`config.mk`:
```
export PLATFORM = sky130hd
export DESIGN_NAME = inst_fetch_unit
export DESIGN_NICKNAME = d
export VERILOG_FILES = /design/src/rtl/inst_fetch_unit.sv
export SDC_FILE = /design/constraint.sdc
export NUM_CORES = 1
export LEC_CHECK = 0
export BUFFER_PORTS_ARGS = -buffer_cell sky130_fd_sc_hd__buf_2
export CAP_MARGIN = 20
export CORE_UTILIZATION = 50
export CTS_BUF_LIST = sky130_fd_sc_hd__clkbuf_4 sky130_fd_sc_hd__clkbuf_8 sky130_fd_sc_hd__clkbuf_16
export DETAILED_ROUTE_END_ITERATION = 7
export PLACE_DENSITY = 0.79
export SLEW_MARGIN = 20
export SYNTH_ARGS = -nofsm -noshare
export SYNTH_HDL_FRONTEND = slang
export SYNTH_SLANG_ARGS = --single-unit
```
`constraint.sdc`:
```
create_clock -name clk -period 6.4 [get_ports clk]
set_input_delay 0 -clock clk [delete_from_list [all_inputs] [get_ports clk]]
set_output_delay 0 -clock clk [all_outputs]
set_load 0.02 [all_outputs]
```
`src/rtl/inst_fetch_unit.sv`:
```
// inst_fetch_unit
//   Instruction-fetch stage feeding the decoders. Keeps the fetch PC, issues
//   sequential word requests to instruction memory, buffers the in-order
//   responses in a small FIFO and hands {instruction_word, inst_pc} to decode.
//   A redirect restarts fetch at a new target, flushes the buffer and marks
//   every still-outstanding response as stale so it gets discarded on arrival.
//
// Ports
//   clk, rst                  clock, asynchronous active-high reset
//   imem_req_valid/ready/addr fetch request handshake, word-aligned address
//   imem_resp_valid/data      in-order responses, one per accepted request
//   instruction_word, inst_pc head of the buffer (zero when empty)
//   inst_valid, inst_ready    decode-side handshake
//   redirect_valid/pc         one-cycle restart pulse and target address
module inst_fetch_unit #(
    parameter logic [31:0] RESET_PC   = 32'h0000_0000,
    parameter int          FIFO_DEPTH = 2
) (
    input  logic        clk,
    input  logic        rst,
    output logic        imem_req_valid,
    input  logic        imem_req_ready,
    output logic [31:0] imem_req_addr,
    input  logic        imem_resp_valid,
    input  logic [31:0] imem_resp_data,
    output logic [31:0] instruction_word,
    output logic [31:0] inst_pc,
    output logic        inst_valid,
    input  logic        inst_ready,
    input  logic        redirect_valid,
    input  logic [31:0] redirect_pc
);

    localparam int CW = $clog2(FIFO_DEPTH + 1);
    localparam int PW = $clog2(FIFO_DEPTH);
    localparam logic [CW:0]   DEPTH_C  = (CW + 1)'(FIFO_DEPTH);
    localparam logic [PW-1:0] LAST_PTR = PW'(FIFO_DEPTH - 1);

    logic [31:0]   pc;
    logic [31:0]   resp_pc;
    logic [CW-1:0] inflight;
    logic [CW-1:0] inflight_nxt;
    logic [CW-1:0] drop;
    logic [CW-1:0] count;
    logic [PW-1:0] rd_ptr;
    logic [PW-1:0] wr_ptr;
    logic [31:0]   buf_data [FIFO_DEPTH];
    logic [31:0]   buf_pc   [FIFO_DEPTH];

    logic [CW:0]   credit_used;
    logic          req_fire;
    logic          resp_take;
    logic          push;
    logic          pop;
    logic [31:0]   redirect_aligned;

    // Outstanding requests and buffered entries share one credit pool, which
    // is what guarantees a response always finds a free FIFO slot.
    assign credit_used      = {1'b0, inflight} + {1'b0, count};
    assign imem_req_valid   = !rst && !redirect_valid && (credit_used < DEPTH_C);
    assign imem_req_addr    = pc;
    assign req_fire         = imem_req_valid && imem_req_ready;
    // A response with nothing outstanding is a protocol error and is ignored.
    assign resp_take        = imem_resp_valid && (inflight != '0);
    // Stale responses (drop > 0) are eaten; a response in a redirect cycle is
    // stale by definition, so it is never pushed either.
    assign push             = resp_take && (drop == '0) && !redirect_valid;
    assign pop              = inst_valid && inst_ready && !redirect_valid;
    assign redirect_aligned = {redirect_pc[31:2], 2'b00};

    assign inst_valid       = (count != '0);
    assign instruction_word = inst_valid ? buf_data[rd_ptr] : 32'h0;
    assign inst_pc          = inst_valid ? buf_pc[rd_ptr]   : 32'h0;

    always_comb begin
        inflight_nxt = inflight;
        if (req_fire && !resp_take) begin
            inflight_nxt = inflight + CW'(1);
        end else if (!req_fire && resp_take) begin
            inflight_nxt = inflight - CW'(1);
        end
    end

    always_ff @(posedge clk or posedge rst) begin
        if (rst) begin
            pc       <= RESET_PC;
            resp_pc  <= RESET_PC;
            inflight <= '0;
            drop     <= '0;
            count    <= '0;
            rd_ptr   <= '0;
            wr_ptr   <= '0;
        end else begin
            inflight <= inflight_nxt;
            if (redirect_valid) begin
                pc      <= redirect_aligned;
                resp_pc <= redirect_aligned;
                // Everything still outstanding after this cycle belongs to
                // the old stream.
                drop    <= inflight_nxt;
                count   <= '0;
                rd_ptr  <= '0;
                wr_ptr  <= '0;
            end else begin
                if (req_fire) begin
                    pc <= pc + 32'd4;
                end
                if (resp_take && (drop != '0)) begin
                    drop <= drop - CW'(1);
                end
                if (push) begin
                    resp_pc <= resp_pc + 32'd4;
                    wr_ptr  <= (wr_ptr == LAST_PTR) ? '0 : wr_ptr + PW'(1);
                end
                if (pop) begin
                    rd_ptr <= (rd_ptr == LAST_PTR) ? '0 : rd_ptr + PW'(1);
                end
                if (push && !pop) begin
                    count <= count + CW'(1);
                end else if (!push && pop) begin
                    count <= count - CW'(1);
                end
            end
        end
    end

    // Storage needs no reset: the outputs are masked while count is zero.
    always_ff @(posedge clk) begin
        if (push) begin
            buf_data[wr_ptr] <= imem_resp_data;
            buf_pc[wr_ptr]   <= resp_pc;
        end
    end

endmodule

```
==> flow_summary.json, run 1 <==
{
  "grt_start_max_net_pins": 69,
  "grt_first_pass_wirelength_um": 31200,
  "ys_dominant_reg_cell": "edfxtp_1",
  "worstSkewPairLatency_ns": 0.42,
  "synth-seq-cells": 192,
  "min_from": "redirect_valid",
  "finalSetupViolCount": 0,
  "gp_congestion": 0.897,
  "final_util": 0.645,
  "path_clk_slew_ns": 0.07,
  "ys.warnings.count": 0,
  "dieHeight_um": 134,
  "fin_skew_ns": 0.00857,
  "slew_violations": 0,
  "core_sq_um": 16800,
  "cts_made_buffers": 17,
  "ir_worst_vdd_v": 0.000186,
  "antenna_found_initial": 0,
  "clock-sinks": 192,
  "post-route-period-util": 0.522,
  "hold_path_depth": 2,
  "cts_max_level": 4,
  "drt-vias-per-instance": 5.65,
  "critPathArrivalTime_ns": 3.64,
  "rsz0062_at_grt": "no",
  "reg2reg_from": "count[0]",
  "syn_to_final_growth_pct": 25.0,
  "worstSetupStartpointType": "flop",
  "n_antenna_cell": 0,
  "wire_per_inst_um": 16.7,
  "pwr_density_cell_nw_per_um2": 290,
  "finalCriticalPeriod_ns": 3.34,
  "status": "finished, final reports clean",
  "drv_cap": 0,
  "drt_wl_total_um": 19100,
  "layout_common_cells": "buf_2, edfxtp_1, nor2_1",
  "fin_setup_tns_ns": 0,
  "ys_async_sr_fraction": 0.354,
  "syn_area_sq_um": 8650,
  "synth-seq-area-share": 0.627,
  "vias": 6436,
  "leakage_nw": 4.09,
  "cts-root-buf": "clkbuf_16",
  "die_x_um": 134,
  "drt_iter0_drc": 522,
  "cts.path.max_buffers": 2,
  "drive_above_1_share": 0.240,
  "multiInputGateArea_sq_um": 3010,
  "worst_pin_slew_ns": 1.10,
  "syn_inst": 696,
  "min_to": "rd_ptr",
  "fmax_mhz": 299,
  "final_common_cell": "buf_2",
  "synth.distinct_cells": 50,
  "grt-ovfl-total": 0,
  "seqCellArea_sq_um": 5430,
  "ant_nets": 0,
  "die-area_sq_um": 17800,
  "hpwl_um": 12000,
  "cts_tree": "done",
  "worst-setup-path-type": "reg2reg",
  "syn_area_per_cell_sq_um": 12.4,
  "numPortBuffers": 161,
  "worst-path-max-fanout": 13,
  "pwr-share-seq": 0.497,
  "hold_buffers": 64,
  "post_cts_buffers": 0,
  "max_slew_margin": 0.266,
  "synth_edf_count": 124,
  "initial_utilization": 0.516,
  "reg2reg_slack_ns": 3.06,
  "grt_usage": 0.224,
  "combPwrFrac": 0.194,
  "worstPathRequired_ns": 6.70,
  "fillers": 1281,
  "swShare": 0.295,
  "fin_nets": 982,
  "rows": 47,
  "hold_path_class": "in2reg",
  "rr_worst_depth": 6,
  "end_kind": "flop",
  "io_pins": 168,
  "drcViolationCount": 0,
  "rr_endpoint": "imem_req_addr[27]",
  "cts_resized": 0,
  "first_pass_iters": 5,
  "pwr-share-clk": 0.309,
  "p_int_w": 0.00221,
  "hold_viol": 0,
  "switching_power_w": 0.000925,
  "grt_pass1_vias": 6177
}
through the flow:
step / cell area, sq um / setup slack (ns) / hold slack, ns / std cells / total power, W
after detailed placement: 9630 / 3.13 / 0.191 / 1044 / 0.00216
after floorplan: 8660 / 0.157 / 0.0863 / 699 / 0.00196
after global placement: 9630 / 3.21 / 0.188 / 1044 / 0.00213
after CTS: 10800 / 3.10 / 0.0634 / 1140 / 0.00316
after global routing: 10800 / 2.91 / 0.0959 / 1140 / 0.00328
final: 10800 / 3.06 / 0.0870 / 1140 / 0.00313
final cells by class:
class	count	share of cell area
clock inverters	11	0.00764
clock buffers	21	0.0421
multi-input cells	448	0.279
repair buffers	231	0.138
inverters	17	0.00590
flip-flops and latches	192	0.502
well taps	220	0.0255
power groups by stage:
stage | clock [W] | combinational [W] | sequential (W)
after floorplan | 0 | 0.000403 | 0.00156
after global placement | 0 | 0.000561 | 0.00157
after detailed placement | 0 | 0.000576 | 0.00158
after CTS | 0.000992 | 0.000609 | 0.00155
after global routing | 0.00104 | 0.000670 | 0.00157
final | 0.000968 | 0.000607 | 0.00156
worst max-delay path: stages (launching register included):
cell and delay, ns:
dfrtp_1 0.45, and2_1 0.18, fa_1 0.50, or4b_4 0.64
or4_1 0.73, or3_1 0.39, o311ai_0 0.33
registers in the layout (all words and copies together) (netlist names):
signal and flops:
buf_data 64, buf_pc 60, count 2, drop 2, imem_req_addr 30, inflight 2, rd_ptr 1, resp_pc 30
wr_ptr 1
synth_stat cells, drive strengths merged (15+ instances only):
cell type,number,area (sq um)
buf,16,77.6
nand4,16,100
nor4,15,93.8
or4,26,195
dfrtp,68,1700
clkbuf,26,97.6
mux2i,65,651
nand3,22,110
a31oi,31,194
nor2,93,349
edfxtp,124,3720
o31ai,20,150
inv,17,63.8
nand2,28,105
worst max path at each step:
stage,start,end,depth (start not counted)
5_1_grt,count[0],imem_req_addr[27],6
3_3_place_gp,count[0],imem_req_addr[29],6
2_1_floorplan,inflight[1],buf_data[1][0],5
3_5_place_dp,count[0],imem_req_addr[27],6
6_report,count[0],imem_req_addr[27],6
4_1_cts,count[0],imem_req_addr[27],6
cells by family after synthesis:
family	count (synthesis)	share of synthesized area
buffers and inverters	59	0.0276
flip-flops	192	0.627
AND/OR/NAND/NOR	244	0.147
XOR/XNOR	25	0.0253
other	1	0.000434
AO/OA/AOI/OAI	91	0.0712
multiplexers	79	0.0935
adder cells (fa/ha/maj)	5	0.00810
layer usage:
layer	up-vias	share of wire	GRT usage
met1	3095	0.45	0.306
li1	3052	-	-
met5	-	0	0
met4	0	0.014	0.0663
met3	28	0.060	0.0476
met2	261	0.47	0.363
Power figures use the tool's default switching activity.
==> run 2, diff against run 1 <==
- ABC_AREA: not set -> 1
- CORE_UTILIZATION: 50 -> 56
- PLACE_DENSITY: 0.79 -> 0.83
- clock period: 6.4 -> 3.38 ns (I/O delays scaled with it)
==> flow_summary.json, run 2 <==
{
  "grt_util_met1": 0.362,
  "fin_area_sq_um": 11600,
  "grt_start_max_net_pins": 64,
  "post_cts_buffers": 0,
  "power_w": 0.00809,
  "drt-vias-per-instance": 5.45,
  "met3_usage": 0.0517,
  "max_slew_margin": 0.270,
  "p_int_w": 0.00490,
  "critPathArrivalTime_ns": 2.90,
  "wire_per_inst_um": 16.1,
  "numPortBuffers": 161,
  "synth_edf_count": 124,
  "status": "finished, final reports clean",
  "rsz0062_at_grt": "no",
  "yosysMostFrequentCell": "nand2_1",
  "synth_top_cell_by_area": "edfxtp_1",
  "initial_utilization": 0.581,
  "grt_pass1_vias": 7748,
  "synth.distinct_cells": 45,
  "min_to": "resp_pc[15]",
  "ys.warnings.count": 0,
  "worst-setup-path-type": "reg2reg",
  "finalCriticalPeriod_ns": 2.53,
  "largest_reg_flops": 64,
  "min_from": "redirect_valid",
  "grtUsageMet2": 0.475,
  "grt_usage": 0.282,
  "synthTopCellsByCount": "nand2_1, edfxtp_1, a21oi_1",
  "core_sq_um": 16100,
  "n_antenna_cell": 0,
  "yosys-top-cells-area": "edfxtp_1, dfrtp_1, nand2_1",
  "hpwl_um": 14900,
  "ir_worst_vdd_v": 0.000409,
  "regMostFlops": "buf_data",
  "dp.cells": 1371,
  "post-route-period-util": 0.748,
  "end_kind": "flop",
  "worstSkewPairLatency_ns": 0.43,
  "pwr-share-clk": 0.256,
  "cts-root-buf": "clkbuf_16",
  "hold_path_class": "in2reg",
  "synth-seq-area-share": 0.580,
  "dieHeight_um": 131,
  "slew_violations": 0,
  "fmax_mhz": 395,
  "ys_async_sr_fraction": 0.354,
  "grt-ovfl-total": 0,
  "place_area_sq_um": 10300,
  "pwr_density_cell_nw_per_um2": 698,
  "rr_worst_depth": 11,
  "syn_to_final_growth_pct": 23.8,
  "rr_endpoint": "drop[0]",
  "ys_dominant_reg_cell": "edfxtp_1",
  "die_x_um": 131,
  "top_usage_layer": "met2",
  "pre_cts_ws_ns": 0.957,
  "syn_area_per_cell_sq_um": 9.16,
  "hold_path_depth": 4,
  "reg2reg_slack_ns": 0.85,
  "grt_first_pass_wirelength_um": 38100,
  "cts_max_level": 4,
  "leakage_nw": 4.97,
  "clock-sinks": 192,
  "swShare": 0.394,
  "fin_setup_tns_ns": 0,
  "syn_inst": 1021,
  "worstPathRequired_ns": 3.75,
  "path_clk_slew_ns": 0.08,
  "first_pass_iters": 8,
  "drt_wl_total_um": 23600,
  "drv_cap": 0,
  "ant_nets": 0,
  "gp_congestion": 0.896,
  "worst-path-max-fanout": 21,
  "hold_viol": 0,
  "antenna_found_initial": 0,
  "finalNonFillerCells": 1466,
  "die-area_sq_um": 17200,
  "syn_area_sq_um": 9360,
  "top_regs": "buf_data: 64 flops, buf_pc: 60 flops",
  "cts_made_buffers": 17,
  "vias": 7986,
  "final_common_cell": "nand2_1",
  "cp-startpoint": "count[0]",
  "synth-seq-cells": 192,
  "drive_above_1_share": 0.204,
  "worst_pin_slew_ns": 1.09,
  "worstSetupStartpointType": "flop",
  "reg2reg_from": "count[0]",
  "fin_nets": 1313,
  "cts.path.max_buffers": 2,
  "cts_tree": "done",
  "finalSetupViolCount": 0,
  "synth_top_area_share": 0.398,
  "worst_slack_ns": 0.851,
  "drt_iter0_drc": 630,
  "pwr-share-seq": 0.393,
  "fin_skew_ns": 0.0105,
  "drcViolationCount": 0,
  "rows": 46,
  "combPwrFrac": 0.351,
  "io_pins": 168,
  "layout_common_cells": "nand2_1, buf_2, edfxtp_1",
  "switching_power_w": 0.00318
}
-- run 2: changes by cell type after synthesis, moves of 29 or more --
cell / previous run / this run
nand3_1: 22 / 64
a31oi_1: 31 / 2
mux2i_1: 65 / 0
inv_1: 16 / 71
a21oi_1: 10 / 82
nand2_1: 28 / 353
-- run 2: layout make-up --
cell class	instances	area [sq um]
well taps	216	270
fillers	1175	4530
repair buffers	233	1520
inverters	80	308
multi-input cells	714	3450
clock inverters	14	183
flip-flops and latches	192	5430
clock buffers	17	425
-- run 2: cells by family after synthesis --
| family | after synthesis | share of synthesized area |
|---|---|---|
| AO/OA/AOI/OAI | 141 | 0.0845 |
| adder cells (fa/ha/maj) | 5 | 0.00749 |
| AND/OR/NAND/NOR | 547 | 0.258 |
| flip-flops | 192 | 0.580 |
| buffers and inverters | 118 | 0.0538 |
| XOR/XNOR | 17 | 0.0159 |
| other | 1 | 0.000401 |
-- run 2: stage by stage --
step	util	hold slack, ns
after detailed placement	0.641	0.169
after global placement	0.641	0.165
final	0.719	0.0176
after floorplan	-	0.0989
after global routing	0.719	0.0520
after CTS	0.719	0.0126
-- run 2: power by group through the flow --
stage | registers [W] | logic [W] | clock network, W
after floorplan | 0.00321 | 0.00183 | 0
after global placement | 0.00319 | 0.00267 | 0
after detailed placement | 0.00321 | 0.00273 | 0
after CTS | 0.00317 | 0.00281 | 0.00207
after global routing | 0.00322 | 0.00307 | 0.00217
final | 0.00318 | 0.00284 | 0.00207
-- run 2: worst max-delay path by stage --
stage,to,slack (ns),cells after the start
after detailed placement,drop[0],0.96,11
after global routing,drop[0],0.67,11
final,drop[0],0.85,11
after floorplan,buf_data[0][0],0.12,8
after global placement,drop[0],0.99,11
after CTS,drop[0],0.88,11
-- run 2: timing repair --
| action | 4_1_cts | 5_1_grt |
|---|---|---|
| hold buffers | 64 | 0 |
| hold endpoints to repair | 152 | 0 |
| gates resized for setup | 0 | 0 |
-- run 2: worst max-delay path, cell delays in order, from the launching register on --
cell,delay (ns)
dfrtp_1,0.45
nand2_1,0.11
inv_1,0.05
fa_1,0.45
nor2_2,0.23
nand3_4,0.11
nor2_4,0.47
nand2_1,0.13
nand2_1,0.10
xor2_1,0.19
nand2_1,0.08
nand2_1,0.08
-- run 2: metal layers --
layer | up-vias | wire length [um]
met5 | - | 0
met2 | 375 | 11500
met4 | 0 | 493
met3 | 45 | 1820
met1 | 3751 | 9800
li1 | 3815 | -
==> run 3, diff against run 2 <==
- ABC_AREA: 1 -> 0
- CORE_UTILIZATION: 56 -> 55
- PLACE_DENSITY: 0.83 -> 0.82
- clock period: 3.38 -> 2.6 ns (I/O delays scaled with it)
==> flow_summary.json, run 3 (same netlist as run 1, synthesis figures left out) <==
{
  "status": "finished with violations",
  "failed_checks": "negative setup slack",
  "wire_per_inst_um": 18.3,
  "worstPathRequired_ns": 2.95,
  "cts.path.max_buffers": 2,
  "hpwl_um": 13200,
  "cts_made_buffers": 17,
  "rsz0062_at_grt": "yes",
  "reg2reg_slack_ns": -0.21,
  "rr_worst_depth": 6,
  "layout_common_cells": "buf_2, edfxtp_1, nor2_1",
  "grt_usage": 0.262,
  "initial_utilization": 0.567,
  "worstSetupStartpointType": "flop",
  "worst_slack_ns": -0.208,
  "slew_violations": 0,
  "antenna_found_initial": 0,
  "drt-vias-per-instance": 5.94,
  "rows": 45,
  "post-route-period-util": 1.08,
  "core_sq_um": 15300,
  "power_w": 0.00823,
  "io_pins": 168,
  "grt-ovfl-total": 0,
  "finalSetupViolCount": 13,
  "slowest_delay_ns": 0.58,
  "clock-sinks": 192,
  "n_antenna_cell": 0,
  "hold_slack_ns": 0.0444,
  "rr_endpoint": "imem_req_addr[28]",
  "critical_path_depth": 6,
  "worstSkewPairLatency_ns": 0.43,
  "fin_nets": 1019,
  "die-area_sq_um": 16200,
  "regMostFlops": "buf_data",
  "finalCriticalPeriod_ns": 2.81,
  "cts_tree": "done",
  "die_x_um": 127,
  "syn_to_final_growth_pct": 31.9,
  "worst-path-max-fanout": 6,
  "reg2reg_from": "count[0]",
  "place_area_sq_um": 9950,
  "gp_congestion": 0.956,
  "fmax_mhz": 356,
  "critPathArrivalTime_ns": 3.16,
  "min_from": "redirect_valid",
  "cp_slowest_cell": "or4_4",
  "end_kind": "flop",
  "cts_max_level": 4,
  "crit_buf_inv": 0,
  "cpMostUsedCell": "or4_4",
  "drive_above_1_share": 0.289,
  "grt_first_pass_wirelength_um": 32700,
  "drt_iter0_drc": 589,
  "path_clk_slew_ns": 0.07,
  "min_to": "imem_req_addr[25]",
  "cts-root-buf": "clkbuf_16",
  "worst-setup-path-type": "reg2reg",
  "fin_skew_ns": 0.0102,
  "numPortBuffers": 161,
  "max_slew_margin": 0.601,
  "worst_pin_slew_ns": 0.598,
  "hold_viol": 0,
  "fin_area_sq_um": 11400,
  "ant_nets": 0,
  "grt_start_max_net_pins": 63,
  "critical_path.cell_chain": "and2_4 > fa_1 > or4b_4 > or4_4 > or4_4 > a31oi_4",
  "top_regs": "buf_data: 64 flops, buf_pc: 60 flops",
  "first_pass_iters": 6,
  "final_common_cell": "buf_2",
  "hold_path_depth": 2,
  "vias": 6935,
  "grt_pass1_vias": 6558,
  "leakage_nw": 4.37,
  "drcViolationCount": 0,
  "drv_cap": 0,
  "drt_wl_total_um": 21300,
  "cp_top_family": "simple AND/OR/NAND/NOR gates",
  "hold_path_class": "in2reg",
  "dieHeight_um": 127,
  "pwr_density_cell_nw_per_um2": 722,
  "largest_reg_flops": 64,
  "ir_worst_vdd_v": 0.000515
}
-- run 3: cell types whose count changed in the layout (fill, tap and decap cells not counted), sizes merged, moves of 26 or more --
| cell | before | now |
|---|---|---|
| inv | 84 | 19 |
| nand2 | 363 | 28 |
| or4 | 0 | 26 |
| nand3 | 68 | 22 |
| buf | 169 | 202 |
| a21oi | 82 | 10 |
| a31oi | 2 | 31 |
| mux2i | 0 | 65 |
-- run 3: power breakdown --
group          switching [W]  internal [W]  leakage, nW
clock                0.00111       0.00155        0.284
sequential          0.000243       0.00355         1.90
combinational        0.00104      0.000748         2.18
total                0.00239       0.00584         4.37
-- run 3: layout make-up --
class	instances	area, sq um
clock buffer	19	447
clock inverter	13	159
multi-input combinational	448	3180
inverter	17	63.8
fill	954	3850
timing repair buffer	268	1860
tap	211	264
sequential	192	5430
-- run 3: through the flow --
step                      cells  worst slack, ns  setup TNS [ns]  utilization
after floorplan             699           -0.415          -46.56            -
after global placement     1064           -0.266           -2.39        0.652
after detailed placement   1064           -0.395           -3.36        0.652
after CTS                  1166           -0.103          -0.910        0.738
after global routing       1168           -0.261           -2.57        0.748
final                      1168           -0.208           -1.78        0.748
-- run 3: worst max path at each step --
stage | from | end | slack (ns)
6_report | count[0] | imem_req_addr[28] | -0.21
3_5_place_dp | count[0] | imem_req_addr[29] | -0.40
2_1_floorplan | inflight[1] | buf_data[1][0] | -0.42
3_3_place_gp | count[0] | imem_req_addr[27] | -0.27
4_1_cts | count[0] | imem_req_addr[19] | -0.10
5_1_grt | count[0] | imem_req_addr[28] | -0.26
-- run 3: what timing repair did --
| action | in CTS | in global routing |
|---|---|---|
| hold endpoints to repair | 142 | 0 |
| pin swaps | 10 | 7 |
| gates resized for setup | 3 | 22 |
| buffers inserted | 4 | 2 |
| hold buffers | 66 | 0 |
| endpoints found under the setup margin | 17 | 19 |
| gates cloned | 0 | 0 |
-- run 3: worst reg2reg max path, stage by stage, from the launching register on --
cell and delay [ns]:
dfrtp_1 0.37, and2_4 0.16, fa_1 0.46, or4b_4 0.56, or4_4 0.58, or4_4 0.44, a31oi_4 0.16
-- run 3: layer usage --
metal / global-route usage / up-vias / part of all wire
met5: 0 / - / 0
met4: 0.0910 / 0 / 0.026
met3: 0.0712 / 48 / 0.095
met2: 0.435 / 414 / 0.49
met1: 0.332 / 3333 / 0.39
li1: - / 3140 / -
